$ cat src/rtl/vga_timing_gen_pkg.sv
// Shared raster timing types and default 640x480@60 constants.
// Imported by the timing generator and by pixel renderers.
package vga_timing_gen_pkg;

  localparam int unsigned POS_W     = 10;
  localparam int unsigned MAX_TOTAL = 1 << POS_W;

  localparam int unsigned H_VISIBLE_DEF = 640;
  localparam int unsigned H_FRONT_DEF   = 16;
  localparam int unsigned H_SYNC_DEF    = 96;
  localparam int unsigned H_BACK_DEF    = 48;
  localparam int unsigned V_VISIBLE_DEF = 480;
  localparam int unsigned V_FRONT_DEF   = 10;
  localparam int unsigned V_SYNC_DEF    = 2;
  localparam int unsigned V_BACK_DEF    = 33;

  typedef logic [POS_W-1:0] pos_t;

  function automatic int unsigned axis_total(
    input int unsigned vis,
    input int unsigned front,
    input int unsigned sync,
    input int unsigned back
  );
    return vis + front + sync + back;
  endfunction

endpackage

$ cat src/rtl/vga_axis_counter.sv
// Wrapping position counter for one raster axis.
// Sync and terminal count are registered from the next position.
module vga_axis_counter
  import vga_timing_gen_pkg::*;
#(
  parameter int unsigned ACTIVE     = 640,
  parameter int unsigned SYNC_START = 656,
  parameter int unsigned SYNC_END   = 752,
  parameter int unsigned TOTAL      = 800,
  parameter logic        SYNC_POL   = 1'b0
) (
  input  logic i_clk,
  input  logic i_rst_n,
  input  logic i_en,
  output pos_t o_pos,
  output logic o_tc,
  output logic o_sync,
  output logic o_active_nxt
);

  localparam pos_t LAST = pos_t'(TOTAL - 1);

  pos_t pos_d;
  logic sync_d;

  always_comb begin
    pos_d = o_pos;
    if (i_en) begin
      if (o_pos == LAST) pos_d = '0;
      else               pos_d = o_pos + pos_t'(1);
    end
    o_active_nxt = 32'(pos_d) < ACTIVE;
    sync_d = ~SYNC_POL;
    if (32'(pos_d) >= SYNC_START && 32'(pos_d) < SYNC_END)
      sync_d = SYNC_POL;
  end

  always_ff @(posedge i_clk or negedge i_rst_n) begin
    if (!i_rst_n) begin
      o_pos  <= LAST;
      o_tc   <= 1'b1;
      o_sync <= ~SYNC_POL;
    end else begin
      o_pos  <= pos_d;
      o_tc   <= (pos_d == LAST);
      o_sync <= sync_d;
    end
  end

endmodule

$ cat src/rtl/vga_timing_gen.sv
// Raster timing source: pixel position, visible and sync flags.
// Every output is a flop describing the same pixel.
module vga_timing_gen
  import vga_timing_gen_pkg::*;
#(
  parameter int unsigned H_VISIBLE = H_VISIBLE_DEF,
  parameter int unsigned H_FRONT   = H_FRONT_DEF,
  parameter int unsigned H_SYNC    = H_SYNC_DEF,
  parameter int unsigned H_BACK    = H_BACK_DEF,
  parameter int unsigned V_VISIBLE = V_VISIBLE_DEF,
  parameter int unsigned V_FRONT   = V_FRONT_DEF,
  parameter int unsigned V_SYNC    = V_SYNC_DEF,
  parameter int unsigned V_BACK    = V_BACK_DEF,
  parameter logic        SYNC_POL  = 1'b0
) (
  input  logic       i_clk,
  input  logic       i_rst_n,
  input  logic       i_pix_ce,
  output logic [9:0] o_hpos,
  output logic [9:0] o_vpos,
  output logic       o_visible,
  output logic       o_hsync,
  output logic       o_vsync,
  output logic       o_line_start,
  output logic       o_frame_start
);

  localparam int unsigned H_TOTAL =
    axis_total(H_VISIBLE, H_FRONT, H_SYNC, H_BACK);
  localparam int unsigned V_TOTAL =
    axis_total(V_VISIBLE, V_FRONT, V_SYNC, V_BACK);
  localparam int unsigned H_SS = H_VISIBLE + H_FRONT;
  localparam int unsigned V_SS = V_VISIBLE + V_FRONT;

  if (H_TOTAL > MAX_TOTAL || V_TOTAL > MAX_TOTAL) begin : g_bad_total
    $error("vga_timing_gen: axis total exceeds 1024");
  end

  logic h_tc, v_tc;
  logic h_act_nxt, v_act_nxt;

  vga_axis_counter #(
    .ACTIVE     (H_VISIBLE),
    .SYNC_START (H_SS),
    .SYNC_END   (H_SS + H_SYNC),
    .TOTAL      (H_TOTAL),
    .SYNC_POL   (SYNC_POL)
  ) u_h (
    .i_clk        (i_clk),
    .i_rst_n      (i_rst_n),
    .i_en         (i_pix_ce),
    .o_pos        (o_hpos),
    .o_tc         (h_tc),
    .o_sync       (o_hsync),
    .o_active_nxt (h_act_nxt)
  );

  vga_axis_counter #(
    .ACTIVE     (V_VISIBLE),
    .SYNC_START (V_SS),
    .SYNC_END   (V_SS + V_SYNC),
    .TOTAL      (V_TOTAL),
    .SYNC_POL   (SYNC_POL)
  ) u_v (
    .i_clk        (i_clk),
    .i_rst_n      (i_rst_n),
    .i_en         (i_pix_ce & h_tc),
    .o_pos        (o_vpos),
    .o_tc         (v_tc),
    .o_sync       (o_vsync),
    .o_active_nxt (v_act_nxt)
  );

  // a start flag is set by the edge that leaves the last column/pixel
  always_ff @(posedge i_clk or negedge i_rst_n) begin
    if (!i_rst_n) begin
      o_visible     <= 1'b0;
      o_line_start  <= 1'b0;
      o_frame_start <= 1'b0;
    end else begin
      o_visible <= h_act_nxt & v_act_nxt;
      if (i_pix_ce) begin
        o_line_start  <= h_tc;
        o_frame_start <= h_tc & v_tc;
      end
    end
  end

endmodule

$ cat config.mk
export PLATFORM = sky130hd
export DESIGN_NAME = vga_timing_gen
export DESIGN_NICKNAME = d
export VERILOG_FILES = /design/src/rtl/vga_timing_gen_pkg.sv /design/src/rtl/vga_axis_counter.sv /design/src/rtl/vga_timing_gen.sv
export SDC_FILE = /design/constraint.sdc
export NUM_CORES = 1
export LEC_CHECK = 0
export CAP_MARGIN = 40
export CELL_PAD_IN_SITES_DETAIL_PLACEMENT = 2
export CELL_PAD_IN_SITES_GLOBAL_PLACEMENT = 2
export CORE_MARGIN = 2
export CORE_UTILIZATION = 29
export DETAILED_ROUTE_END_ITERATION = 7
export PLACE_DENSITY_LB_ADDON = 0.15
export SKIP_LAST_GASP = 1
export SLEW_MARGIN = 20
export SYNTH_ARGS = -nofsm -noshare
export SYNTH_HDL_FRONTEND = slang
export SYNTH_SLANG_ARGS = --single-unit
$ cat constraint.sdc
create_clock -name i_clk -period 2.2 [get_ports i_clk]
set_input_delay 0.44 -clock i_clk [delete_from_list [all_inputs] [get_ports i_clk]]
set_output_delay 0.44 -clock i_clk [all_outputs]
set_load 0.03 [all_outputs]
# Yosys cells after proc, flatten, opt, wreduce, memory -nomap -nowiden
# Cells that the tools add are included.
# op_classes
addsub,2
mux,6
bitwise_logic,3
order_cmp,6
shift,0
multipliers,0
n_eq_ne,4
n_reduce_logical,2
n_div,0
# ops
cell,n
10-bit == test (second input constant),4
10-bit two-way mux,4
10-bit by 1-bit adder with 10-bit output (second input constant),2
10-bit less-than comparator (second input constant),2
10-bit by 9-bit less-than comparator with 1-bit output (second input constant),2
10-bit >= comparator (second input constant),1
10-bit by 9-bit >= comparator with 1-bit output (second input constant),1
1-bit bitwise AND,3
1-bit logical AND,2
1-bit two-way mux,2
# word_totals
output_inout_bits,25
regBits,27
romBits,0
input_bits,3
wordCells,32
mem_count,0
ram_bits,0
latchBits,0

# Longest topological paths before layout
# Gate-level depths: netlist (run 1).
# depth
ltp_word,6
depth_mapped,8
depth_no_buf,8

# By module
# From an unflattened synthesis (run 1), not the netlist that was laid out.
# hier_totals
cells_unflattened,161
area_unflattened_um2,1567.8
# by_module_without_submodules
module,area_each_um2,seq_area_each_um2,cells_each,instances
vga_axis_counter at u_v,753.2,306.5,79,1
vga_axis_counter at u_h,704.4,311.5,74,1
vga_timing_gen,110.1,75.1,8,1

# Least setup slack after synthesis (run 1)
# OpenSTA, ideal clock, no wires.
# synth_timing
kind,flip-flop to flip-flop
start,register u_h.o_pos[2]
end,register u_h.o_tc
path_buffers,1
arrival_ns,2.190
slack_ns,-0.080
synth_period_minus_slack_ns,2.280
path_stages_with_launch,7
setup_ns,0.090
required_time_ns,2.110
path_cell_list,dfstp_2 -> buf_6 -> nand4_1 -> or4_4 -> and2_0 -> or4b_1 -> nor4_2
# synth_via
elab_chain_len,4
elab_cells_between_ends,5
cone_classes,add/sub: 1; eq/ne: 2; mux: 2
# synth_rtl
item,line,rtl
from (decl),vga_axis_counter.sv:15,"output pos_t o_pos,"
from (signal assigned),vga_axis_counter.sv:44,o_pos <= pos_d;
10-bit by 1-bit adder with 10-bit output or 10-bit == test (tied branches),"vga_axis_counter.sv:30, vga_axis_counter.sv:29",
10-bit two-way mux,vga_axis_counter.sv:29,if (o_pos == LAST) pos_d = '0;
10-bit two-way mux (*),vga_axis_counter.sv:28,if (i_en) begin
10-bit == test (*),vga_axis_counter.sv:45,o_tc <= (pos_d == LAST);
to (signal assigned),vga_axis_counter.sv:45,
to (decl),vga_axis_counter.sv:16,"output logic o_tc,"
# Every way passes the cells marked *; elsewhere a longest branch is shown, timed or not.
# A chain may end at the register's enable or synchronous reset.

# Final worst setup path (run 1)
# layout_timing
start,register u_v.o_pos[4]
end,register u_v.o_sync
# layout_via
elab_chain_len,6
elab_cells_between_ends,8
cone_classes,add/sub: 1; order compare: 2; eq/ne: 1; mux: 3; reduce/logical: 1
# layout_rtl
item,line,rtl
from (decl),vga_axis_counter.sv:15,
from (signal assigned),vga_axis_counter.sv:44,
10-bit by 1-bit adder with 10-bit output or 10-bit == test (tied branches),"vga_axis_counter.sv:30, vga_axis_counter.sv:29",
10-bit two-way mux (*),vga_axis_counter.sv:29,
10-bit two-way mux (*),vga_axis_counter.sv:28,
net u_v.pos_d[9],vga_axis_counter.sv:23,pos_t pos_d;
10-bit by 9-bit >= comparator with 1-bit output or 10-bit by 9-bit less-than comparator with 1-bit output (tied branches),vga_axis_counter.sv:34,if (32'(pos_d) >= SYNC_START && 32'(pos_d) < SYNC_END)
1-bit logical AND (*),vga_axis_counter.sv:34,
1-bit two-way mux (*),vga_axis_counter.sv:34,
net u_v.sync_d,vga_axis_counter.sv:24,logic sync_d;
to (signal assigned),vga_axis_counter.sv:42,o_sync <= ~SYNC_POL;
to (signal assigned),vga_axis_counter.sv:46,o_sync <= sync_d;
to (decl),vga_axis_counter.sv:17,"output logic o_sync,"
# Mark *: on every way through the listed nets, which the timed path passes. The rest lies on a longest branch.

==> results of run 1 <==
-- layout make-up --
| type | count | area, sq um |
|---|---|---|
| Clock buffer | 3 | 41.29 |
| Clock inverter | 1 | 5.005 |
| Fill cell | 576 | 2848 |
| Inverter | 6 | 22.52 |
| Multi-Input combinational cell | 113 | 820.8 |
| Sequential cell | 27 | 696.9 |
| Tap cell | 70 | 87.58 |
| Timing Repair Buffer | 73 | 618.1 |
-- layer usage --
layer	part of all wire, %	up-vias	global-route usage (%)
li1	-	686	-
met1	44	728	22.16
met2	52	25	33.86
met3	2.5	10	2.353
met4	2.0	0	7.500
met5	0	-	0
-- power by group through the flow --
stage / logic, W / registers [W] / clock network, W
after floorplan: 0.000195 / 0.000761 / 0
final: 0.000616 / 0.000639 / 0.000299
after CTS: 0.000607 / 0.000638 / 0.000309
after global routing: 0.000663 / 0.000647 / 0.000340
after detailed placement: 0.000599 / 0.000647 / 0
after global placement: 0.000573 / 0.000641 / 0
-- registers in the layout, summed over array words and instances, names as in the netlist --
name	cells
u_h.o_pos	10
u_v.o_pos	10
o_frame_start	1
o_line_start	1
o_visible	1
u_h.o_sync	1
u_h.o_tc	1
u_v.o_sync	1
u_v.o_tc	1
-- layout by cell type, fill, tap and decap left out, drive strengths merged, types with 2 or more instances in the layout --
cell / netlist / layout
nor3: 5 / 5
and3: 3 / 3
clkbuf: 4 / 3
nand2b: 2 / 2
xor2: 7 / 7
nand3b: 2 / 2
nand2: 7 / 7
dfstp: 14 / 14
and2: 4 / 4
buf: 4 / 46
ha: 3 / 3
inv: 6 / 6
o21ai: 5 / 5
nor2: 13 / 13
and4: 2 / 2
nor4: 3 / 3
mux2i: 2 / 2
or4: 3 / 3
clkdlybuf4s50: 0 / 26
a21oi: 4 / 4
nand3: 8 / 8
dfrtp: 13 / 13
or3: 2 / 2
xnor2: 12 / 12
nand4: 8 / 8
-- path summary, 6_finish.rpt --
| check | depth (start not counted) | to | slack (ns) | from |
|---|---|---|---|---|
| worst max-delay path | 6 | u_v.o_sync | 0.005 | u_v.o_pos[4] |
| worst min-delay path | 2 | o_frame_start | 0.52 | u_v.o_tc |
| max in group asynchronous | 2 | u_v.o_pos[3] | 1.35 | i_rst_n |
| worst max register to register | 6 | u_v.o_sync | 0.005 | u_v.o_pos[4] |
| min in group asynchronous | 2 | u_v.o_pos[1] | 0.53 | i_rst_n |
| worst min register to register | 2 | o_frame_start | 0.52 | u_v.o_tc |
-- cell families (layout without fill, tap and decap cells) --
family                   Yosys count  count (layout)  share of synthesized area [%]
multiplexers                       2               2                          1.295
adder cells (fa/ha/maj)            3               3                          2.427
buffers and inverters             14              83                          4.449
AO/OA/AOI/OAI                     20              20                          8.335
XOR/XNOR                          19              19                          10.76
flip-flops                        27              27                          44.82
AND/OR/NAND/NOR                   69              69                          27.91
-- worst max-delay path: stages, from the launching register on --
cell and delay, ns:
dfrtp_1 0.47, or3_1 0.46, nor4_4 0.26, nand3b_1 0.17, o21a_1 0.18, inv_2 0.04, or4_1 0.53
-- timing repair --
action / 4_1_cts / 5_1_grt
pin swaps: 0 / 2
resized for setup: 4 / 5
gates cloned: 0 / 0
setup buffers: 6 / 2
setup endpoints to repair: 3 / 3
-- through the flow --
step	TNS [ns]	cells	power (W)	util, %	hold WS (ns)
after floorplan	-0.01205	154	0.0009562	-	0.1444
after global placement	-1.003	281	0.001213	41.77	0.5117
after detailed placement	-1.355	281	0.001245	41.77	0.5115
after CTS	-0.04424	291	0.001554	43.87	0.5275
after global routing	-0.1272	293	0.001650	44.60	0.5694
final	0	293	0.001553	44.60	0.5151
==> impl_results.md, run 1 <==
* Outcome: completed
* Die width at a little under 80 um
* Via count of the first global-routing pass at between 1500 and 2000
* Row cnt at 26
* Synth top area share at 23.79%
* Final Hold Viols at 0
* Max Slew Vio Count at 0
* CP Capture Type: register
* Setup Skew at 0.004944 ns
* HPWL reported at the end of detailed placement at 3.968 mm
* Largest net degree at the start of global routing at 28
* CP Class: register to register
* Final setup margin at approximately 0.0055 ns
* Clock-pin slew on the worst setup and hold paths at roughly 0.10 ns
* DRC at 0
* Cell Pwr Density at between 600 and 700 nW/um^2
* Layout cell share with drive strength beyond 1 at around 36%
* Post-CTS Hold Buffers at 0
* Cells after synthesis at ~150
* Initial cell density of the core at a little under a third
* Clk_lat worst skew at 0.28 ns
* Total vias in the final route at 1449
* Die area at 5933 sq um
* Setup violators final at 0
* Via density per instance at about 4.9
* Max-slew headroom at about 70%
* LEAKAGE at ~0.96 nW
* Core area at just over 5000 sq um
* Cell area after synthesis at about 1500 sq um
* Peak VDD IR at 0.6150 mV
* Die height at between 70 and 80 um
* Crit path max fanout at 5
* Ys async rst share at 100.0%
* GRT Residual Overflow at 0
* EDFF count, synth at 0
* Main area contributors after synthesis: dfstp_2 24%, dfrtp_1 21%, xnor2_1 6.8%
* Antenna diode count at 0
* Finished Cell Area at ~2300 sq um
* Root Driver: clkbuf_8
* RSZ-0062 raised after global routing: true
* Num Clock Sinks at 27
* Syn Nets at 160
* Post-synthesis sequential area ratio at 44.82%
* Tightest Pin Transition at between 0.4 and 0.5 ns
* Max Buffers Root-to-Sink at 2
* Period utilisation layout at about 100%
* Seq pwr share at about 41%
* First-pass GRT wire length at roughly 8.6 mm
* Clock period minus worst slack at around 2.2 ns
* Synth cell count leaders: 14 x dfstp_2, 13 x dfrtp_1, 13 x nor2_1, 12 x xnor2_1, 8 x nand3_1
* Post-synth top flop: dfstp_2
* Placed inst area at approximately 2100 sq um
* Worst EP arrival at 2.40 ns
* Switching pwr at 0.0005673 W
* CP required at about 2.4 ns
* Gate power share at roughly two fifths
* P&R area growth vs syn at 48.22%
* Global placement routability congestion at 0.8335
* Clock Power Share at between 10% and 20%
* Initial drt markers at 40
* Routed Antenna Nets at 0
* GRT Overall Usage at roughly a fifth
* Syn_area_per_cell at approximately 10 sq um
* Cts bufs inserted at 3
* IO Pins at 28
* Most common cell in the netlist: dfstp_2
* Dpl ws at -0.3886 ns
* #FFs+latches synth at 27
* Max Fclk at around 460 MHz
* Hold Path Class: register to register
* I/O Buffers at 27
* CTS tree: yes
* CP Launch Type: register
* Yosys top cell by area: dfstp_2
* Post-layout net count at 230
* Sw Ratio at 36.53%
* Initial antenna violation count at 0
* Post-synthesis cell type count at 50
* CTS H-tree depth at 1
* Max Cap Viol at 0
* Int Pwr at approximately 0.001 W
* Wire length per cell at approximately 18 um
* Warnings, synthesis at 0
* Pre-antenna DRT Iters at 4
* Routed wire length at between 5 and 6 mm
(Power assumes the default switching activity.)
==> run 2: changes to the inputs <==
--- a/config.mk
+++ b/config.mk
@@ -12,7 +12,6 @@
 export CORE_UTILIZATION = 29
 export DETAILED_ROUTE_END_ITERATION = 7
 export PLACE_DENSITY_LB_ADDON = 0.15
-export SKIP_LAST_GASP = 1
 export SLEW_MARGIN = 20
 export SYNTH_ARGS = -nofsm -noshare
 export SYNTH_HDL_FRONTEND = slang
==> impl_results.md, run 2 (same netlist as run 1, synthesis figures left out) <==
* Int Pwr at 0.0009855 W
* Final hold slack at a little over 0.5 ns
* Cell Pwr Density at approximately 660 nW/um^2
* Worst R2R Start: u_h.o_pos[0]
* Via count of the first global-routing pass at 1655
* Largest net degree at the start of global routing at 28
* R2R Setup Slk at just under 0.06 ns
* Switching pwr at 0.0005682 W
* Final Hold Viols at 0
* Initial antenna violation count at 0
* Initial drt markers at 38
* GRT Residual Overflow at 0
* Peak VDD IR at between 0.6 and 0.7 mV
* Global placement routability congestion at around 0.83
* CP Capture Type: register
* Wire length per cell at 18.00 um
* Clk_lat worst skew at 0.28 ns
* Setup Skew at ~0.004 ns
* Period utilisation layout at a little over nine tenths
* IO Pins at 28
* Max Cap Viol at 0
* Die height at 77.03 um
* Finished Core Util at between 40% and 50%
* Worst EP arrival at ~2.3 ns
* Clock Power Share at between 10% and 20%
* WHS Endpoint: o_frame_start
* Crit path max fanout at 8
* Largest regs: u_h.o_pos x10, u_v.o_pos x10
* Pre-antenna DRT Iters at 4
* # fillers at approximately 570
* Max Slew Vio Count at 0
* First-pass GRT wire length at 8.631 mm
* Die width at 77.03 um
* Root Driver: clkbuf_8
* GRT Overall Usage at between 10% and 20%
* Post-layout net count at between 200 and 250
* Hold_sp: u_v.o_tc
* Layout cell share with drive strength beyond 1 at between 30 and 40%
* Final setup margin at roughly 0.058 ns
* Max Buffers Root-to-Sink at 2
* Routed Antenna Nets at 0
* Critical path origin: u_h.o_pos[0]
* Cts bufs inserted at 3
* Setup violators final at 0
* CP required at 2.40 ns
* Most common cell after layout, fill and taps aside: buf_4
* Leading cell types in the layout, fill and taps excluded: 50 x buf_4, 26 x clkdlybuf4s50_1, 14 x dfstp_2
* WHS Path Cells at 2
* Max Fclk at 466.8 MHz
* R2R cell count at 5
* Core area at just over 5000 sq um
* P&R area growth vs syn at 51.29%
* Via density per instance at roughly 4.9
* Max-slew headroom at approximately 69%
* CTS tree: yes
* CTS H-tree depth at 1
* Initial cell density of the core at 30.09%
* Routed wire length at about 5.4 mm
* Clock-pin slew on the worst setup and hold paths at ~0.10 ns
* Clock period minus worst slack at about 2.1 ns
* RSZ-0062 raised after global routing: true
* Row cnt at 26
* Tightest Pin Transition at roughly 0.46 ns
* Worst flop-to-flop path endpoint: u_h.o_tc
* Sum Neg Setup Slack at 0 ns
* CP Class: register to register
* Seq pwr share at 41.1%
* Outcome: completed
* LEAKAGE at 0.9844 nW
* I/O Buffers at 27
* Num Clock Sinks at 27
* Die area at approximately 5900 sq um
* Hold Path Class: register to register
* CP Launch Type: register
* Total vias in the final route at around 1500
* HPWL reported at the end of detailed placement at about 4.0 mm
* DRC at 0
* Dpl ws at -0.3886 ns
* Gate power share at between 30% and 40%
* Sw Ratio at 36.57%
* Antenna diode count at 0
[run 2: changes by cell type in the layout (fill, tap and decap cells not counted), sizes merged]
| cell | previous run | this run |
|---|---|---|
| buf | 46 | 51 |
[run 2: power by group through the flow]
| stage | sequential, W | combinational, W | clock (W) |
|---|---|---|---|
| 4_1_cts | 0.000638 | 0.000607 | 0.000309 |
| 3_3_place_gp | 0.000641 | 0.000573 | 0 |
| 5_1_grt | 0.000647 | 0.000663 | 0.000339 |
| 3_5_place_dp | 0.000647 | 0.000599 | 0 |
| 6_report | 0.000639 | 0.000616 | 0.000300 |
| 2_1_floorplan | 0.000761 | 0.000195 | 0 |
[run 2: repair_timing]
item | 4_1_cts | 5_1_grt
hold buffers | 0 | 0
pin swaps | 0 | 2
buffers inserted | 6 | 7
gates resized for setup | 5 | 8
setup endpoints to repair | 3 | 3
cloned | 0 | 0
[run 2: final cells by class]
cell class | instances | area (sq um) | share of cell area, %
Multi-Input combinational cell | 113 | 828.3 | 35.40
Sequential cell | 27 | 699.4 | 29.89
Timing Repair Buffer | 78 | 655.6 | 28.02
Tap cell | 70 | 87.58 | 3.743
Clock buffer | 3 | 41.29 | 1.765
Inverter | 6 | 22.52 | 0.9626
Clock inverter | 1 | 5.005 | 0.2139
[run 2: stage by stage]
stage	power [W]	area, sq um	instances
CTS	0.001554	2255	291
floorplan	0.0009562	1551	154
global placement	0.001213	2147	281
global route	0.001650	2340	298
detailed placement	0.001245	2147	281
finish	0.001554	2340	298
[run 2: routing by layer]
metal | global-route usage (%) | vias up | share of wire, %
met4 | 7.500 | 0 | 1.9
li1 | - | 694 | -
met1 | 22.16 | 739 | 43
met3 | 2.353 | 10 | 2.5
met2 | 33.86 | 25 | 52
met5 | 0 | - | 0
[run 2: worst max-delay path by stage]
stage	end	cells past startpoint	slack, ns
after CTS	u_v.o_sync	8	0.008
after global routing	u_h.o_tc	5	-0.05
after global placement	u_h.o_tc	6	-0.28
final	u_h.o_tc	5	0.06
after floorplan	u_h.o_tc	6	-0.01
after detailed placement	u_v.o_sync	8	-0.39
[run 2: worst max-delay path: stages (launching register included)]
cell and delay [ns]:
dfstp_2 0.62, nand4_1 0.17, or4_4 0.44, and2_0 0.16, or4b_4 0.52, nor4_4 0.14
